File: src/rtl/uart_frame_pkg.sv
// rtl/uart_frame_pkg.sv - frame constants, status codes and FSM states for uart_frame_master
package uart_frame_pkg;

    localparam logic [7:0] SOF = 8'hAA;
    localparam logic [7:0] EOF = 8'hD5;

    localparam logic [3:0] OP_READ  = 4'h0;
    localparam logic [3:0] OP_WRITE = 4'h1;

    localparam logic [1:0] STAT_OK      = 2'b00;
    localparam logic [1:0] STAT_FCS     = 2'b01;
    localparam logic [1:0] STAT_HDR     = 2'b10;
    localparam logic [1:0] STAT_TIMEOUT = 2'b11;

    typedef enum logic [3:0] {
        S_IDLE,
        S_TX_SOF,
        S_TX_OL,
        S_TX_ADDR,
        S_TX_DATA,
        S_TX_FCS,
        S_TX_EOF,
        S_RX_SOF,
        S_RX_OL,
        S_RX_ADDR,
        S_RX_DATA,
        S_RX_FCS,
        S_RX_EOF,
        S_DONE
    } state_t;

endpackage

File: src/rtl/uart_frame_fcs.sv
// rtl/uart_frame_fcs.sv - byte-wise XOR frame check accumulator, shared by transmit and receive
module uart_frame_fcs (
    input  logic       clk,
    input  logic       rst,
    input  logic       clr,
    input  logic       en,
    input  logic [7:0] data,
    output logic [7:0] fcs
);

    always_ff @(posedge clk or posedge rst) begin
        if (rst) begin
            fcs <= 8'h00;
        end else if (clr) begin
            fcs <= 8'h00;
        end else if (en) begin
            fcs <= fcs ^ data;
        end
    end

endmodule

File: src/rtl/uart_frame_master.sv
// rtl/uart_frame_master.sv - UART register-access frame master; UART_FRAME_MASTER_TIMEOUT_EN enables the RX byte timeout
module uart_frame_master
    import uart_frame_pkg::*;
#(
    parameter int DATA_BYTES     = 2,
    parameter int ADDR_BYTES     = 2,
    parameter int TIMEOUT_CYCLES = 1000000
) (
    input  logic                    clk,
    input  logic                    rst,
    input  logic                    cmd_valid_i,
    output logic                    cmd_ready_o,
    input  logic                    cmd_write_i,
    input  logic [8*ADDR_BYTES-1:0] cmd_addr_i,
    input  logic [3:0]              cmd_len_i,
    input  logic                    wdata_valid_i,
    output logic                    wdata_ready_o,
    input  logic [8*DATA_BYTES-1:0] wdata_i,
    output logic                    rdata_valid_o,
    output logic [8*DATA_BYTES-1:0] rdata_o,
    output logic                    rdata_last_o,
    output logic                    done_o,
    output logic [1:0]              status_o,
    output logic [7:0]              tx_data_o,
    output logic                    tx_write_o,
    input  logic                    tx_full_i,
    input  logic [7:0]              rx_data_i,
    input  logic                    rx_present_i,
    output logic                    rx_read_o
);

    localparam int DW   = 8 * DATA_BYTES;
    localparam int AW   = 8 * ADDR_BYTES;
    localparam int MAXB = (DATA_BYTES > ADDR_BYTES) ? DATA_BYTES : ADDR_BYTES;
    localparam int BC_W = (MAXB > 1) ? $clog2(MAXB) : 1;
    localparam logic [BC_W-1:0] ADDR_LAST = BC_W'(ADDR_BYTES - 1);
    localparam logic [BC_W-1:0] DATA_LAST = BC_W'(DATA_BYTES - 1);

    state_t          state;
    logic            write_q;
    logic [AW-1:0]   addr_q;
    logic [3:0]      len_q;
    logic [BC_W-1:0] bcnt;
    logic [3:0]      wcnt;
    logic [DW-1:0]   wsh;
    logic [DW-1:0]   rsh;
    logic [DW-1:0]   rsh_next;
    logic            popped_q;
    logic            hdr_err;
    logic            fcs_err;
    logic            fcs_clr;
    logic            fcs_en;
    logic [7:0]      fcs_data;
    logic [7:0]      fcs;
    logic [7:0]      ol;
    logic [AW-1:0]   addr_shifted;
    logic [7:0]      addr_byte;
    logic            in_rx;
    logic            to_hit;
    logic            last_word;

    assign cmd_ready_o  = (state == S_IDLE);
    assign ol           = {write_q ? OP_WRITE : OP_READ, len_q};
    assign addr_shifted = addr_q << {bcnt, 3'b000};
    assign addr_byte    = addr_shifted[AW-1 -: 8];
    assign rsh_next     = DW'({rsh, rx_data_i});
    assign last_word    = (wcnt == len_q);
    assign in_rx        = (state >= S_RX_SOF) && (state <= S_RX_EOF);

    // popped_q blocks a second pop so the rx buffer head can advance first
    assign rx_read_o = in_rx && rx_present_i && !popped_q && !to_hit;

`ifdef UART_FRAME_MASTER_TIMEOUT_EN
    localparam int TO_W = (TIMEOUT_CYCLES > 2) ? $clog2(TIMEOUT_CYCLES) : 1;
    logic [TO_W-1:0] to_cnt;

    always_ff @(posedge clk or posedge rst) begin
        if (rst) begin
            to_cnt <= '0;
        end else if (!in_rx || rx_read_o) begin
            to_cnt <= '0;
        end else begin
            to_cnt <= to_cnt + TO_W'(1);
        end
    end

    assign to_hit = in_rx && (to_cnt == TO_W'(TIMEOUT_CYCLES - 1));
`else
    localparam int unused_timeout_cycles = TIMEOUT_CYCLES;
    assign to_hit = 1'b0;
`endif

    always_comb begin
        tx_write_o    = 1'b0;
        tx_data_o     = 8'h00;
        wdata_ready_o = 1'b0;
        case (state)
            S_TX_SOF:  begin tx_data_o = SOF;       tx_write_o = !tx_full_i; end
            S_TX_OL:   begin tx_data_o = ol;        tx_write_o = !tx_full_i; end
            S_TX_ADDR: begin tx_data_o = addr_byte; tx_write_o = !tx_full_i; end
            S_TX_DATA: begin
                if (bcnt == '0) begin
                    tx_data_o     = wdata_i[DW-1 -: 8];
                    tx_write_o    = wdata_valid_i && !tx_full_i;
                    wdata_ready_o = tx_write_o;
                end else begin
                    tx_data_o  = wsh[DW-1 -: 8];
                    tx_write_o = !tx_full_i;
                end
            end
            S_TX_FCS:  begin tx_data_o = fcs;       tx_write_o = !tx_full_i; end
            S_TX_EOF:  begin tx_data_o = EOF;       tx_write_o = !tx_full_i; end
            default:   ;
        endcase
    end

    assign fcs_clr  = (state == S_IDLE) || (state == S_TX_EOF);
    assign fcs_en   = (tx_write_o && (state inside {S_TX_OL, S_TX_ADDR, S_TX_DATA}))
                   || (rx_read_o && (state inside {S_RX_OL, S_RX_ADDR, S_RX_DATA}));
    assign fcs_data = in_rx ? rx_data_i : tx_data_o;

    uart_frame_fcs u_fcs (
        .clk  (clk),
        .rst  (rst),
        .clr  (fcs_clr),
        .en   (fcs_en),
        .data (fcs_data),
        .fcs  (fcs)
    );

    always_ff @(posedge clk or posedge rst) begin
        if (rst) begin
            state         <= S_IDLE;
            write_q       <= 1'b0;
            addr_q        <= '0;
            len_q         <= '0;
            bcnt          <= '0;
            wcnt          <= '0;
            wsh           <= '0;
            rsh           <= '0;
            popped_q      <= 1'b0;
            hdr_err       <= 1'b0;
            fcs_err       <= 1'b0;
            rdata_valid_o <= 1'b0;
            rdata_o       <= '0;
            rdata_last_o  <= 1'b0;
            done_o        <= 1'b0;
            status_o      <= STAT_OK;
        end else begin
            rdata_valid_o <= 1'b0;
            rdata_last_o  <= 1'b0;
            done_o        <= 1'b0;
            popped_q      <= rx_read_o;
            if (to_hit) begin
                state    <= S_DONE;
                done_o   <= 1'b1;
                status_o <= STAT_TIMEOUT;
            end else begin
                case (state)
                    S_IDLE: begin
                        status_o <= STAT_OK;
                        if (cmd_valid_i) begin
                            write_q <= cmd_write_i;
                            addr_q  <= cmd_addr_i;
                            len_q   <= cmd_len_i;
                            hdr_err <= 1'b0;
                            fcs_err <= 1'b0;
                            state   <= S_TX_SOF;
                        end
                    end
                    S_TX_SOF: if (tx_write_o) state <= S_TX_OL;
                    S_TX_OL: if (tx_write_o) begin
                        bcnt  <= '0;
                        state <= S_TX_ADDR;
                    end
                    S_TX_ADDR: if (tx_write_o) begin
                        if (bcnt == ADDR_LAST) begin
                            bcnt  <= '0;
                            wcnt  <= '0;
                            state <= write_q ? S_TX_DATA : S_TX_FCS;
                        end else begin
                            bcnt <= bcnt + BC_W'(1);
                        end
                    end
                    S_TX_DATA: if (tx_write_o) begin
                        wsh <= (bcnt == '0) ? DW'({wdata_i, 8'h00}) : DW'({wsh, 8'h00});
                        if (bcnt == DATA_LAST) begin
                            bcnt <= '0;
                            if (last_word) state <= S_TX_FCS;
                            else           wcnt  <= wcnt + 4'd1;
                        end else begin
                            bcnt <= bcnt + BC_W'(1);
                        end
                    end
                    S_TX_FCS: if (tx_write_o) state <= S_TX_EOF;
                    S_TX_EOF: if (tx_write_o) begin
                        bcnt <= '0;
                        wcnt <= '0;
                        if (write_q) begin
                            state    <= S_DONE;
                            done_o   <= 1'b1;
                            status_o <= STAT_OK;
                        end else begin
                            state <= S_RX_SOF;
                        end
                    end
                    S_RX_SOF: if (rx_read_o && rx_data_i == SOF) state <= S_RX_OL;
                    S_RX_OL: if (rx_read_o) begin
                        if (rx_data_i != ol) hdr_err <= 1'b1;
                        bcnt  <= '0;
                        state <= S_RX_ADDR;
                    end
                    S_RX_ADDR: if (rx_read_o) begin
                        if (rx_data_i != addr_byte) hdr_err <= 1'b1;
                        if (bcnt == ADDR_LAST) begin
                            bcnt  <= '0;
                            wcnt  <= '0;
                            state <= S_RX_DATA;
                        end else begin
                            bcnt <= bcnt + BC_W'(1);
                        end
                    end
                    S_RX_DATA: if (rx_read_o) begin
                        rsh <= rsh_next;
                        if (bcnt == DATA_LAST) begin
                            bcnt          <= '0;
                            rdata_valid_o <= 1'b1;
                            rdata_o       <= rsh_next;
                            rdata_last_o  <= last_word;
                            if (last_word) state <= S_RX_FCS;
                            else           wcnt  <= wcnt + 4'd1;
                        end else begin
                            bcnt <= bcnt + BC_W'(1);
                        end
                    end
                    S_RX_FCS: if (rx_read_o) begin
                        if (rx_data_i != fcs) fcs_err <= 1'b1;
                        state <= S_RX_EOF;
                    end
                    S_RX_EOF: if (rx_read_o) begin
                        state  <= S_DONE;
                        done_o <= 1'b1;
                        if (fcs_err)                          status_o <= STAT_FCS;
                        else if (hdr_err || rx_data_i != EOF) status_o <= STAT_HDR;
                        else                                  status_o <= STAT_OK;
                    end
                    S_DONE: begin
                        status_o <= STAT_OK;
                        state    <= S_IDLE;
                    end
                    default: state <= S_IDLE;
                endcase
            end
        end
    end

endmodule

File: config.mk
export PLATFORM = sky130hd
export DESIGN_NAME = uart_frame_master
export DESIGN_NICKNAME = d
export VERILOG_FILES = /design/src/rtl/uart_frame_pkg.sv /design/src/rtl/uart_frame_fcs.sv /design/src/rtl/uart_frame_master.sv
export SDC_FILE = /design/constraint.sdc
export NUM_CORES = 1
export LEC_CHECK = 0
export CAP_MARGIN = 20
export CORE_UTILIZATION = 46
export CTS_CLUSTER_DIAMETER = 30
export DETAILED_ROUTE_END_ITERATION = 8
export DONT_BUFFER_PORTS = 1
export PLACE_DENSITY = 0.6
export REMOVE_ABC_BUFFERS = 1
export SETUP_SLACK_MARGIN = 0.15
export SYNTH_ARGS = -nofsm -noshare
export SYNTH_HDL_FRONTEND = slang
export SYNTH_SLANG_ARGS = --single-unit
File: constraint.sdc
create_clock -name clk -period 3.1 [get_ports clk]
set_input_delay 0.31 -clock clk [delete_from_list [all_inputs] [get_ports clk]]
set_output_delay 0.31 -clock clk [all_outputs]
set_load 0.01 [all_outputs]
Word level (Yosys, flattened, before mapping)
Cells that the tools add are included.
W data, S select, Z words.
{ "word_totals": {"ff_bits": 86, "input_bits": 51, "output_inout_bits": 33, "word_cells": 177} }
{ "op_classes": {"addsub": 2, "magnitude_cmp": 2, "eq_ne": 45, "shift": 1, "muxes": 73, "bitwise": 1, "reduce_logical": 36} }
{ "ops": {"columns": ["cell", "n"], "rows": [
  ["$mux W4", 28],
  ["$pmux W4 S13", 1],
  ["$pmux W8 S6", 1],
  ["$ne A2 B2 Y1 const B", 21],
  ["$mux W8", 4],
  ["$mux W1", 26],
  ["$eq A4 B4 Y1 const B", 6],
  ["$pmux W4 S5", 1],
  ["$reduce_and A19 Y1", 1],
  ["$eq A4 B3 Y1 const B", 4],
  ["$mux W16", 1],
  ["$ne A8 B8 Y1", 2],
  ["$shl A16 B4 Y16", 1],
  ["$reduce_and A6 Y1", 2],
  ["$reduce_bool A3 Y1", 4],
  ["$mux W2", 5],
  ["$ne A2 B1 Y1 const B", 5],
  ["$eq A4 B2 Y1 const B", 2],
  ["$eq A8 B8 Y1 const B", 1],
  ["$ne A8 B5 Y1", 1],
  ["$ne A8 B8 Y1 const B", 1],
  ["$reduce_and A4 Y1", 2],
  ["$reduce_or A2 Y1", 4],
  ["$xor A8 B8 Y8", 1],
  ["21 further kinds", 35]
]} }

Longest topological paths before layout
Gate-level depths: netlist of the first run.
{ "depth": {"ltp_word": 8, "ltp_mapped": 9, "ltp_nobuf": 6} }

By module
Synthesis of the first run repeated with hierarchy kept, for this count alone.
{ "hier_totals": {"cells_unflattened": 438, "area_unflattened_um2": 4523.1} }
{ "by_module_without_submodules": {"columns": ["mod", "instances", "cells_each", "area_per_inst_um2", "seq_area_each_um2"], "rows": [
  ["uart_frame_master", 1, 402, 4112.7, 1751.7],
  ["uart_frame_fcs", 1, 36, 410.4, 200.2]
]} }

Worst setup path before layout of the first run
Ideal clock, no wire load.
{ "synth_timing": {"kind": "register to register", "from": "reg state[2]", "to": "reg addr_q[10]", "arrival_time_ps": 1829, "required_time_ps": 2975, "setup_slack_ps": 1147, "path_stages_with_launch": 6, "n_path_buf": 2, "synth_period_minus_slack_ps": 1953, "path_cell_list": "dfrtp_1 buf_2 nor4_2 nand2_1 buf_1 mux2_2"} }
{ "synth_between": {"elab_chain_cells": 2} }
{ "synth_rtl": {"columns": ["element", "line", "source"], "rows": [
  ["start: declaration", "uart_frame_master.sv:39", "state_t state;"],
  ["start signal: assignment", "uart_frame_master.sv:180", "state <= write_q ? S_TX_DATA : S_TX_FCS;"],
  ["$logic_not A4 Y1", null, null],
  ["net cmd_ready_o", "uart_frame_master.sv:12", "output logic cmd_ready_o,"],
  ["$reduce_and A2 Y1 (no source line)", null, null],
  ["end signal: assignment", "uart_frame_master.sv:164", "addr_q <= cmd_addr_i;"],
  ["end: declaration", "uart_frame_master.sv:41", "logic [AW-1:0] addr_q;"]
]} }
The timed path passes the listed nets, and every way through them passes these cells.
A chain may end at the register's enable or synchronous reset.

Worst setup path after layout of the first run
{ "layout_timing": {"from": "reg state[0]", "to": "out wdata_ready_o"} }
{ "layout_between": {"elab_chain_cells": 2} }
{ "layout_rtl": {"columns": ["element", "line", "source"], "rows": [
  ["$eq A4 B3 Y1", "uart_frame_master.sv:97", "case (state)"],
  ["$mux W1", "uart_frame_master.sv:97", null],
  ["end: declaration", "uart_frame_master.sv:17", "output logic wdata_ready_o,"]
]} }
No other way between the ends.

==> impl_metrics.json, run 1 <==
{
  "pre_cts_ws_ns": 0.5649,
  "route.met3.wl_um": 997,
  "antenna_found_initial": 1,
  "gp_congestion": 0.9709,
  "p_leak_nw": 2.088,
  "whs_endpoint": "rsh[2]",
  "fillers": 886,
  "clk_pin_slew_ns": 0.09,
  "grt_pass1_vias": 3328,
  "yosys_register_bits": 78,
  "wl_met1_um": 4962,
  "synth_warnings": 0,
  "drt-initial-drc-count": 360,
  "crit_chain": "buf_4 -> or4b_4 -> nor4b_1",
  "power_density_nw_per_um2": 1074,
  "grt_overflow": 0,
  "cp_max_fo": 21,
  "startpoint": "state[0]",
  "min_path_type": "in -> reg",
  "syn2layout_area_growth_pct": 8.484,
  "grt_max_degree": 45,
  "drive_above_1_share": 0.1946,
  "drv_cap": 0,
  "vias_per_cell": 6.044,
  "max-vdd-ir-drop_v": 0.0004684,
  "finalSetupViolations": 0,
  "start_util": 0.4782,
  "die_area_um2": 10050,
  "wl_met2_um": 5119,
  "syn_avg_cell_area_um2": 10.04,
  "whs_path_depth": 1,
  "fmax_ghz": 0.3656,
  "die_width_um": 100.2,
  "r2r-start": "state[2]",
  "critPathRequiredTime_ns": 2.79,
  "grt_pass1_wl_um": 18190,
  "seq_power_share": 0.371,
  "hold_viol_final": 0,
  "layout.nets": 489,
  "r2r-end": "wcnt[2]",
  "syn-cell-area_um2": 4439,
  "synth_edf_count": 0,
  "clk_latency_ns": 0.36,
  "cts_tree": "yes",
  "post-route-min-period_ns": 2.735,
  "syn-instance-count": 442,
  "fin_skew_ns": 0.008048,
  "drc": 0,
  "drt-total-wl_um": 11510,
  "maxSlewViolCount": 0,
  "endpoint_kind": "output pin",
  "layout_commonest_cell": "dfrtp_1",
  "p_clk_frac": 0.172,
  "fp.coreArea_um2": 9284,
  "yosysSeqAreaShare": 0.4397,
  "outcome": "complete, no violations",
  "fin_crit_sh": 0.8824,
  "rsz0062_at_grt": "false",
  "antenna_left": 0,
  "reg2reg_depth": 7,
  "finalSetupTns_ns": 0,
  "htree_levels": 3,
  "cts-root-buf": "clkbuf_8",
  "clock_tree.buffer_depth": 2,
  "cp_top_family": "simple AND/OR/NAND/NOR gates",
  "cpMaxStageDelayCell": "dfrtp_1",
  "vias": 3457,
  "ios": 84,
  "fin_ws_ns": 0.3647,
  "highest_layer": "met4",
  "power.share.combinational": 0.458,
  "yosysUniqueCellTypes": 63,
  "fin_util": 0.5187,
  "dpl.hpwl_um": 8362,
  "wl_per_cell_um": 20.12,
  "p_int_mw": 2.969,
  "slew_headroom": 0.5388,
  "synth-async-reset-ratio": 1.000,
  "p_switching_mw": 2.202,
  "port_buffers": 0,
  "post_cts_buffers": 0,
  "first_pass_iters": 5,
  "critPathLaunchType": "flip-flop",
  "final_cell_mix": "dfrtp_1 (78), mux2_2 (43), nand2_1 (40), nor2_1 (23)",
  "worst_pin_slew_ns": 0.6897,
  "swShare": 0.4258,
  "synthFlopType": "dfrtp_1",
  "critPathMaxStageDelay_ns": 0.64,
  "rows": 35,
  "min_from": "rx_data_i[2]",
  "tritoncts.num_buffers": 9,
  "dieHeight_um": 100.2,
  "critPathBufInv": 1,
  "gr-usage-all-layers": 0.2419,
  "finalPower_mw": 5.171,
  "reg2reg_slack_ns": 0.49,
  "cp.arrival_ns": 2.43,
  "cts.sinks": 78,
  "critPathKind": "reg -> out"
}
==> cell families (layout without fill, tap and decap cells) <==
kind of cell / count (synthesis) / in the layout / synth area share
adders and majority gates: 1 / 1 / 0.002818
and+or+nand+nor: 140 / 140 / 0.1731
other: 0 / 1 / 0
buffers and inverters: 48 / 48 / 0.04763
xor gates and xnor gates: 34 / 34 / 0.06708
DFF: 78 / 78 / 0.4397
muxes: 56 / 56 / 0.1384
AOI/OAI and AO/OA: 85 / 85 / 0.1313
==> repair_timing <==
action                    4_1_cts  5_1_grt
hold buffers                    1        0
hold endpoints to repair       34        0
gates resized for setup         0        0
==> metal layers <==
metal / vias to the layer above / GRT usage
li1: 1572 / -
met1: 1676 / 0.3339
met2: 176 / 0.3614
met3: 33 / 0.06198
met4: 0 / 0.1014
met5: - / 0
==> registers in the layout, indices dropped and copies added (netlist names) <==
register / cells
fcs_err: 1
done_o: 1
u_fcs.fcs: 8
addr_q: 16
popped_q: 1
len_q: 4
rdata_last_o: 1
write_q: 1
wsh: 8
wcnt: 4
state: 4
hdr_err: 1
status_o: 2
bcnt: 1
rsh: 8
rdata_o: 16
rdata_valid_o: 1
==> worst max-delay path by stage <==
| stage | to | cells after the start |
|---|---|---|
| 3_3_place_gp | u_fcs.fcs[1] | 7 |
| 6_report | wdata_ready_o | 3 |
| 5_1_grt | wdata_ready_o | 3 |
| 4_1_cts | wdata_ready_o | 3 |
| 3_5_place_dp | wcnt[2] | 7 |
| 2_1_floorplan | u_fcs.fcs[5] | 6 |
==> power by group through the flow <==
stage,sequential [mW],clock (mW),combinational (mW)
after global routing,1.98,0.946,2.59
after CTS,1.91,0.901,2.35
after detailed placement,1.93,0,2.34
after global placement,1.92,0,2.31
after floorplan,1.90,0,1.66
final,1.92,0.889,2.37
==> synthesized netlist by cell type, types with 5 or more instances <==
cell / n / area share
a21oi_1: 14 / 0.016
buf_1: 5 / 0.0042
buf_2: 10 / 0.011
clkbuf_1: 14 / 0.012
dfrtp_1: 78 / 0.44
inv_1: 14 / 0.012
mux2_2: 43 / 0.11
mux2i_1: 13 / 0.029
nand2_1: 40 / 0.034
nand2b_1: 9 / 0.013
nand3_1: 11 / 0.012
nand4_1: 6 / 0.0085
nand4b_1: 5 / 0.0099
nor2_1: 23 / 0.019
nor2b_1: 7 / 0.0099
nor3_1: 8 / 0.0090
nor4_1: 5 / 0.0070
o21ai_0: 21 / 0.024
o22ai_1: 5 / 0.0070
xnor2_1: 21 / 0.041
xor2_1: 13 / 0.026
==> stage by stage <==
stage	cell area, um2	hold slack [ns]	cells
after floorplan	4288	0.4331	410
after global placement	4576	0.2931	554
after detailed placement	4576	0.3012	554
after CTS	4813	0.08079	571
after global routing	4816	0.07263	572
final	4816	0.09163	572
==> area by class of cell <==
| class | instances | area (um2) | share of cell area |
|---|---|---|---|
| Antenna cell | 1 | 2.502 | 0.0005196 |
| Timing Repair Buffer | 16 | 135.1 | 0.02806 |
| Clock buffer | 9 | 123.9 | 0.02572 |
| Multi-Input combinational cell | 316 | 2276 | 0.4726 |
| Sequential cell | 78 | 1952 | 0.4053 |
| Clock inverter | 7 | 103.9 | 0.02156 |
| Inverter | 16 | 61.31 | 0.01273 |
| Tap cell | 129 | 161.4 | 0.03352 |
No activity file was read; power rests on OpenSTA's default activity.
==> inputs of run 2 (changes only) <==
--- a/config.mk
+++ b/config.mk
@@ -6,6 +6,7 @@
 export NUM_CORES = 1
 export LEC_CHECK = 0
 export CAP_MARGIN = 20
+export CORE_MARGIN = 2
 export CORE_UTILIZATION = 46
 export CTS_CLUSTER_DIAMETER = 30
 export DETAILED_ROUTE_END_ITERATION = 8
==> constraint.sdc (replaced) <==
create_clock -name clk -period 3 [get_ports clk]
set_input_delay 0.3 -clock clk [delete_from_list [all_inputs] [get_ports clk]]
set_output_delay 0.3 -clock clk [all_outputs]
set_load 0.01 [all_outputs]
==> run 2 against run 1 <==
Cell area about the same. Largest cell class unchanged. Global-route usage shrank 1.6 points. Largest power group unchanged. Sequential cell count unchanged. Critical endpoint is now tx_data_o[1].
==> impl_metrics.json, run 2 (synthesized netlist as in run 1, its figures left out) <==
{
  "multi_input_area_um2": 2276,
  "outcome": "complete, no violations",
  "cts_resized": 0,
  "cp.arrival_ns": 2.42,
  "reg.largest.list": "addr_q x16, rdata_o x16",
  "first_pass_iters": 7,
  "layout_commonest_cell": "dfrtp_1",
  "worst_pin_slew_ns": 0.8965,
  "clk_pin_slew_ns": 0.10,
  "die_area_um2": 10450,
  "grt_max_degree": 44,
  "drc": 0,
  "layout.cells.non_filler": 576,
  "critPathBufInv": 2,
  "fin_area_um2": 4815,
  "fin_ws_ns": 0.2790,
  "cts-root-buf": "clkbuf_8",
  "cts_tree": "yes",
  "seq_area_um2": 1952,
  "rsz0062_at_grt": "false",
  "ios": 84,
  "critPathLaunchType": "flip-flop",
  "max-vdd-ir-drop_v": 0.0004216,
  "n_antenna_cell": 0,
  "cp_max_fo": 26,
  "maxSlewViolCount": 0,
  "p_leak_nw": 2.104,
  "tritoncts.num_buffers": 9,
  "fmax_ghz": 0.3675,
  "placedCellCount": 559,
  "endpoint_kind": "output pin",
  "vias_per_cell": 6.035,
  "post-route-min-period_ns": 2.721,
  "finalPower_mw": 5.319,
  "fin_crit_sh": 0.9070,
  "drv_cap": 0,
  "vias": 3476,
  "critPathMaxStageDelay_ns": 0.93,
  "antenna_found_initial": 0,
  "finalSetupTns_ns": 0,
  "rows": 35,
  "post_cts_buffers": 0,
  "power_density_nw_per_um2": 1105,
  "pre_cts_ws_ns": 0.6128,
  "min_path_type": "in -> reg",
  "antenna_left": 0,
  "dieHeight_um": 102.2,
  "whs_path_depth": 1,
  "drt-total-wl_um": 11420,
  "crit_chain": "buf_4 -> nor2b_1 -> a221oi_1 -> a211oi_1 -> buf_4",
  "gr-usage-all-layers": 0.2263,
  "hold_viol_final": 0,
  "holdBufCountCts": 1,
  "p_clk_frac": 0.158,
  "swShare": 0.4296,
  "grt_pass1_vias": 3332,
  "dpl.hpwl_um": 8266,
  "finalSetupViolations": 0,
  "p_int_mw": 3.034,
  "htree_levels": 3,
  "fin_util": 0.5186,
  "gp_congestion": 0.9673,
  "seq_power_share": 0.378,
  "power.share.combinational": 0.463,
  "critPathRequiredTime_ns": 2.70,
  "drive_above_1_share": 0.2036,
  "p_switching_mw": 2.285,
  "clk_latency_ns": 0.36,
  "cp_top_family": "flip-flops",
  "drt-initial-drc-count": 312,
  "cpMaxStageDelayCell": "dfrtp_1",
  "port_buffers": 0,
  "cts.sinks": 78,
  "critPathKind": "reg -> out",
  "path_depth": 5,
  "fp.coreArea_um2": 9284,
  "layout.nets": 494,
  "syn2layout_area_growth_pct": 8.456,
  "critical_path.most_common_cell": "buf_4",
  "die_width_um": 102.2,
  "fillers": 857,
  "final_cell_mix": "dfrtp_1 (78), mux2_2 (43), nand2_1 (40), nor2_1 (23)",
  "reg2reg_depth": 7,
  "grt_overflow": 0,
  "place_area_um2": 4601,
  "clock_tree.buffer_depth": 2,
  "fin_hold_ws_ns": 0.08539,
  "grt_pass1_wl_um": 17830,
  "start_util": 0.4782,
  "slew_headroom": 0.4024,
  "fin_skew_ns": 0.01274,
  "wl_per_cell_um": 19.82
}
run 2: worst paths after layout:
path	startpoint	endpoint	slack [ns]
worst max-delay path	state[1]	tx_data_o[1]	0.28
worst max register to register	state[3]	wcnt[3]	0.53
worst min-delay path	rx_data_i[1]	rsh[1]	0.09
min in group asynchronous	rst	addr_q[0]	0.25
worst min register to register	rsh[4]	rdata_o[12]	0.46
max in group asynchronous	rst	state[0]	2.03
run 2: power groups by stage:
stage / clock network (mW) / logic (mW) / registers, mW
finish: 0.842 / 2.47 / 2.01
global route: 0.892 / 2.69 / 2.08
global placement: 0 / 2.40 / 2.03
floorplan: 0 / 1.71 / 1.96
detailed placement: 0 / 2.44 / 2.03
CTS: 0.854 / 2.45 / 2.01
run 2: per-layer routing:
metal,GRT usage,part of all wire
met5,0,0
met4,0.05744,0.016
met3,0.05814,0.082
met2,0.3482,0.46
met1,0.3211,0.44
run 2: layout make-up:
cell class	instances	area share
inverters	16	0.01273
clock inverters	7	0.01663
clock buffers	9	0.02573
well taps	129	0.03352
flip-flops and latches	78	0.4054
repair buffers	21	0.03326
multi-input cells	316	0.4727
